===== src/rtl/ifetch_queue.sv =====
// Instruction fetch stage: issues word requests over req/gnt/rvalid, buffers
// returned words in a small FIFO and hands {pc, instr} to decode with valid/ready.
module ifetch_queue #(
   parameter logic [31:0] RESET_PC = 32'h0040_0000,
   parameter int          DEPTH    = 2
) (
   input  logic        clk,
   input  logic        rst_n,
   output logic        imem_req,
   output logic [31:0] imem_addr,
   input  logic        imem_gnt,
   input  logic        imem_rvalid,
   input  logic [31:0] imem_rdata,
   input  logic        redirect_valid,
   input  logic [31:0] redirect_pc,
   output logic        id_valid,
   input  logic        id_ready,
   output logic [31:0] id_instr,
   output logic [31:0] id_pc,
   output logic [6:0]  id_opcode,
   output logic [2:0]  id_func3
);

   localparam int AW = (DEPTH > 1) ? $clog2(DEPTH) : 1;
   localparam logic [AW:0] FULL = (AW+1)'(DEPTH);

   localparam logic [1:0] IDLE = 2'd0;
   localparam logic [1:0] REQ  = 2'd1;
   localparam logic [1:0] WAIT = 2'd2;
   localparam logic [1:0] DROP = 2'd3;

   logic [1:0]    state;
   logic [31:0]   fetch_pc;
   logic [31:0]   req_pc;
   logic [31:0]   pc_mem    [DEPTH];
   logic [31:0]   instr_mem [DEPTH];
   logic [AW-1:0] rd_ptr;
   logic [AW-1:0] wr_ptr;
   logic [AW:0]   count;
   logic          push;
   logic          pop;
   logic          unused_redirect_lsbs;

   assign unused_redirect_lsbs = ^redirect_pc[1:0];

   assign push = (state == WAIT) && imem_rvalid && !redirect_valid;
   assign pop  = (count != '0) && id_ready;

   // Redirect outranks everything: it retargets fetch, empties the FIFO and
   // turns any granted-but-unanswered request into one whose data is dropped.
   always_ff @(posedge clk) begin
      if (!rst_n) begin
         state    <= IDLE;
         fetch_pc <= RESET_PC;
         req_pc   <= '0;
         rd_ptr   <= '0;
         wr_ptr   <= '0;
         count    <= '0;
         for (int i = 0; i < DEPTH; i++) begin
            pc_mem[i]    <= '0;
            instr_mem[i] <= '0;
         end
      end else if (redirect_valid) begin
         fetch_pc <= {redirect_pc[31:2], 2'b00};
         rd_ptr   <= '0;
         wr_ptr   <= '0;
         count    <= '0;
         case (state)
            REQ:     state <= imem_gnt ? DROP : IDLE;
            WAIT:    state <= imem_rvalid ? IDLE : DROP;
            DROP:    state <= imem_rvalid ? IDLE : DROP;
            default: state <= IDLE;
         endcase
      end else begin
         case (state)
            IDLE: if (count < FULL) state <= REQ;
            REQ: begin
               if (imem_gnt) begin
                  req_pc   <= fetch_pc;
                  fetch_pc <= fetch_pc + 32'd4;
                  state    <= WAIT;
               end
            end
            WAIT:    if (imem_rvalid) state <= IDLE;
            default: if (imem_rvalid) state <= IDLE;
         endcase
         if (push) begin
            pc_mem[wr_ptr]    <= req_pc;
            instr_mem[wr_ptr] <= imem_rdata;
            wr_ptr            <= wr_ptr + 1'b1;
         end
         if (pop) rd_ptr <= rd_ptr + 1'b1;
         case ({push, pop})
            2'b10:   count <= count + 1'b1;
            2'b01:   count <= count - 1'b1;
            default: count <= count;
         endcase
      end
   end

   assign imem_req  = (state == REQ);
   assign imem_addr = fetch_pc;
   assign id_valid  = (count != '0);
   assign id_instr  = instr_mem[rd_ptr];
   assign id_pc     = pc_mem[rd_ptr];
   assign id_opcode = id_instr[6:0];
   assign id_func3  = id_instr[14:12];

endmodule


===== config.mk =====
export PLATFORM = sky130hd
export DESIGN_NAME = ifetch_queue
export DESIGN_NICKNAME = d
export VERILOG_FILES = /design/src/rtl/ifetch_queue.sv
export SDC_FILE = /design/constraint.sdc
export NUM_CORES = 1
export LEC_CHECK = 0
export CORE_UTILIZATION = 50
export DETAILED_ROUTE_END_ITERATION = 10
export PLACE_DENSITY = 0.79
export SETUP_SLACK_MARGIN = 0.15
export SYNTH_ARGS = -nofsm -noshare
export SYNTH_HDL_FRONTEND = slang
export SYNTH_SLANG_ARGS = --single-unit
export TNS_END_PERCENT = 50

===== constraint.sdc =====
create_clock -name clk -period 11.5 [get_ports clk]
set_input_delay 1.15 -clock clk [delete_from_list [all_inputs] [get_ports clk]]
set_output_delay 1.15 -clock clk [all_outputs]
set_load 0.1 [all_outputs]

==> flow_metrics.tcl <==
set metrics [dict create \
    place_inst 1086 \
    holdBufCountCts 0 \
    fin_crit_ns 4.04 \
    fin_hold_ws_ns 0.461 \
    yosys.area_share.xor_xnor_pct 1.64 \
    diodes 0 \
    rsz0062_at_grt "false" \
    tightest_slew_ns 1.10 \
    drive_above_1_share_pct 12.6 \
    dr.pass1.iters 5 \
    wl_per_cell_um 16.7 \
    ys_seq_area_share_pct 59.2 \
    grt_pass1_vias 5924 \
    placed_cell_area_mm2 0.0104 \
    p_sw_share_pct 27.4 \
    cp_cell_sequence "buf_4 > mux2_2 > clkdlybuf4s50_1" \
    dp.final_hpwl_um 11700 \
    pwr-share-seq_pct 47.4 \
    synth_area_mm2 0.00855 \
    layout_setup_ws_ns 7.46 \
    die_y_um 133 \
    synth.area.top_cells "edfxtp_1 (44%), dfxtp_1 (16%), and2_1 (9.1%), mux2_2 (8.2%), nand2_1 (3.3%)" \
    die_x_um 133 \
    critical-path-max-stage-delay_ns 1.18 \
    synth_cell_types 51 \
    clock-skew-final_ns 0.00899 \
    routed_wl_um 18700 \
    tritoncts "yes" \
    holdPathStages 2 \
    cts_num_sinks 191 \
    post_cts_buffers 0 \
    p_per_area_mw_per_mm2 149 \
    combPwrFrac_pct 15.5 \
    clock.fmax_mhz 247 \
    fin_area_mm2 0.0110 \
    finalSetupViolations 0 \
    clk_path_buf_depth 2 \
    grt_max_degree 63 \
    stdcell_count 1118 \
    syn_inst 747 \
    grt.total_usage_pct 22.1 \
    antenna_found_initial 0 \
    max_slew_margin_pct 26.1 \
    synth_commonest_cells "and2_1 (125), edfxtp_1 (124), nand2_1 (75)" \
    die-area_mm2 0.0176 \
    cp-start-kind "register" \
    synth_edf_count 124 \
    final_antenna_net_count 0 \
    io_pins 178 \
    reg2regPathDepth 4 \
    fin_crit_sh_pct 35.1 \
    syn_to_final_growth_pct 28.4 \
    root_buffer "clkbuf_16" \
    p_switching_mw 0.447 \
    drc 0 \
    final_hold_viol_count 0 \
    synthFlopType "edfxtp_1" \
    crit_required_ns 10.35 \
    gp_congestion 0.857 \
    drt_iter0_drc 382 \
    dp_slack_ns 7.68 \
    core_area_mm2 0.0166 \
    hold_end "req_pc[14]" \
    p_total_mw 1.63 \
    hold_start "req_pc[14]" \
    synth_compound_area_share_pct 6.80 \
    synth_top_area_share_pct 43.5 \
    port_buffers 171 \
    power_leakage_nw 3.87 \
    hold_path.class "register to register" \
    max-cap-violations 0 \
    cp-end-kind "primary output" \
    critPathMaxFanout 62 \
    synth_top_family_by_area "simple AND/OR/NAND/NOR gates" \
    ctsResizeCount 0 \
    synth_seq_cells 191 \
    pwr-share-clk_pct 37.1 \
    synthMuxAreaShare_pct 8.28 \
    tns_ns 0 \
    vias 6068 \
    critPathArrivalTime_ns 2.89 \
    r2r-start "state[1]" \
    start_util_pct 51.4 \
    crit_family "buffers and inverters" \
    yosysWarnings 0 \
    grt_overflow 0 \
    critPathKind "register to primary output" \
    ir_worst_vdd_mv 0.110 \
    fin_util_pct 66.0 \
    yosysTopAreaCell "edfxtp_1" \
    cp_num_buf_inv 2 \
    vias_per_cell 5.43 \
    slowest_stage "clkdlybuf4s50_1" \
    maxSlewViolCount 0 \
    clkTransAtPathRegs_ns 0.06 \
    synth_simple_gate_area_share_pct 19.8 \
    clock_latency_ns 0.42 \
    status "finished, final reports clean" \
    r2r-end "imem_addr[16]" \
    synth_adder_area_share_pct 0.293 \
    synth_most_common_cell "and2_1" \
    num-nets-final 957 \
    grt_pass1_wl_um 30200 \
    cts_buffers 17 \
    async_reset_ff_share_pct 0 \
    fp-row-count 47 \
    htreeDepth 4 \
    r2r_setup_slack_ns 8.82 \
    p_int_mw 1.19 \
    syn_area_per_cell_um2 11.4 \
]
==> worst register-to-register path, delay by kind of cell (launching register included) <==
kind               cells  cell delay (ns)
AOI/OAI and AO/OA      2             0.46
DFF                    1             0.39
and+or+nand+nor        2             1.73
==> cells by family after synthesis <==
| group | count (synthesis) |
|---|---|
| buf+inv | 74 |
| flops | 191 |
| xor+xnor | 16 |
| simple gates | 304 |
| fa+ha+maj | 2 |
| compound gates | 96 |
| other cells | 1 |
| mux | 63 |
==> worst max-delay path by stage <==
stage | slack (ns) | endpoint | from | cells after the start
after floorplan | 5.01 | instr_mem[0][0] | redirect_valid | 4
after global placement | 7.70 | imem_addr[16] | imem_gnt | 5
after detailed placement | 7.68 | imem_addr[16] | imem_gnt | 5
after CTS | 7.41 | id_pc[31] | register | 3
after global routing | 7.34 | id_pc[12] | register | 3
final | 7.46 | id_pc[16] | register | 3
==> power by group through the flow <==
stage	Sequential [mW]	Combinational, mW	Clock [mW]
final	0.775	0.252	0.606
after global routing	0.778	0.262	0.643
after CTS	0.775	0.253	0.616
after detailed placement	0.790	0.253	0
after global placement	0.788	0.251	0
after floorplan	0.835	0.135	0
==> layout make-up <==
class	instances	area (um^2)
clock buffers	25	528
clock inverters	7	92.6
fillers	1319	5660
inverters	9	33.8
multi-input cells	485	3200
flip-flops and latches	191	5070
well taps	220	275
repair buffers	181	1790
==> flip-flops by register name, indices dropped and copies added, names as in the netlist, named ones only <==
signal and flops:
count 2, imem_addr 30, instr_mem 64, pc_mem 60, rd_ptr 1, req_pc 30
state 2, wr_ptr 1
==> cell usage in the layout (no fill, tap or decap), types with 3 or more instances in the layout <==
master / n
nor2b_1: 3
o31ai_1: 4
edfxtp_1: 124
mux2_2: 62
clkdlybuf4s50_1: 171
nand3_1: 17
nand4_1: 14
nor3_1: 9
clkbuf_1: 3
inv_1: 8
xor2_1: 3
and2_1: 125
a21oi_1: 40
and3_1: 4
xnor2_1: 13
a31oi_1: 8
clkbuf_8: 3
a311oi_1: 4
or3_1: 5
dfxtp_1: 66
and4_1: 5
nand2_1: 74
nor2_1: 17
clkbuf_16: 19
nor4_1: 10
conb_1: 4
a211oi_1: 6
o21ai_0: 21
or4_1: 7
buf_4: 10
==> metal layers <==
layer	GRT usage, %	up-vias	wire, um
met5	0	-	0
met4	7.66	0	314
met3	4.60	27	1300
met2	36.2	238	9010
met1	29.3	2874	8050
li1	-	2929	-
Power figures use the tool's default switching activity.
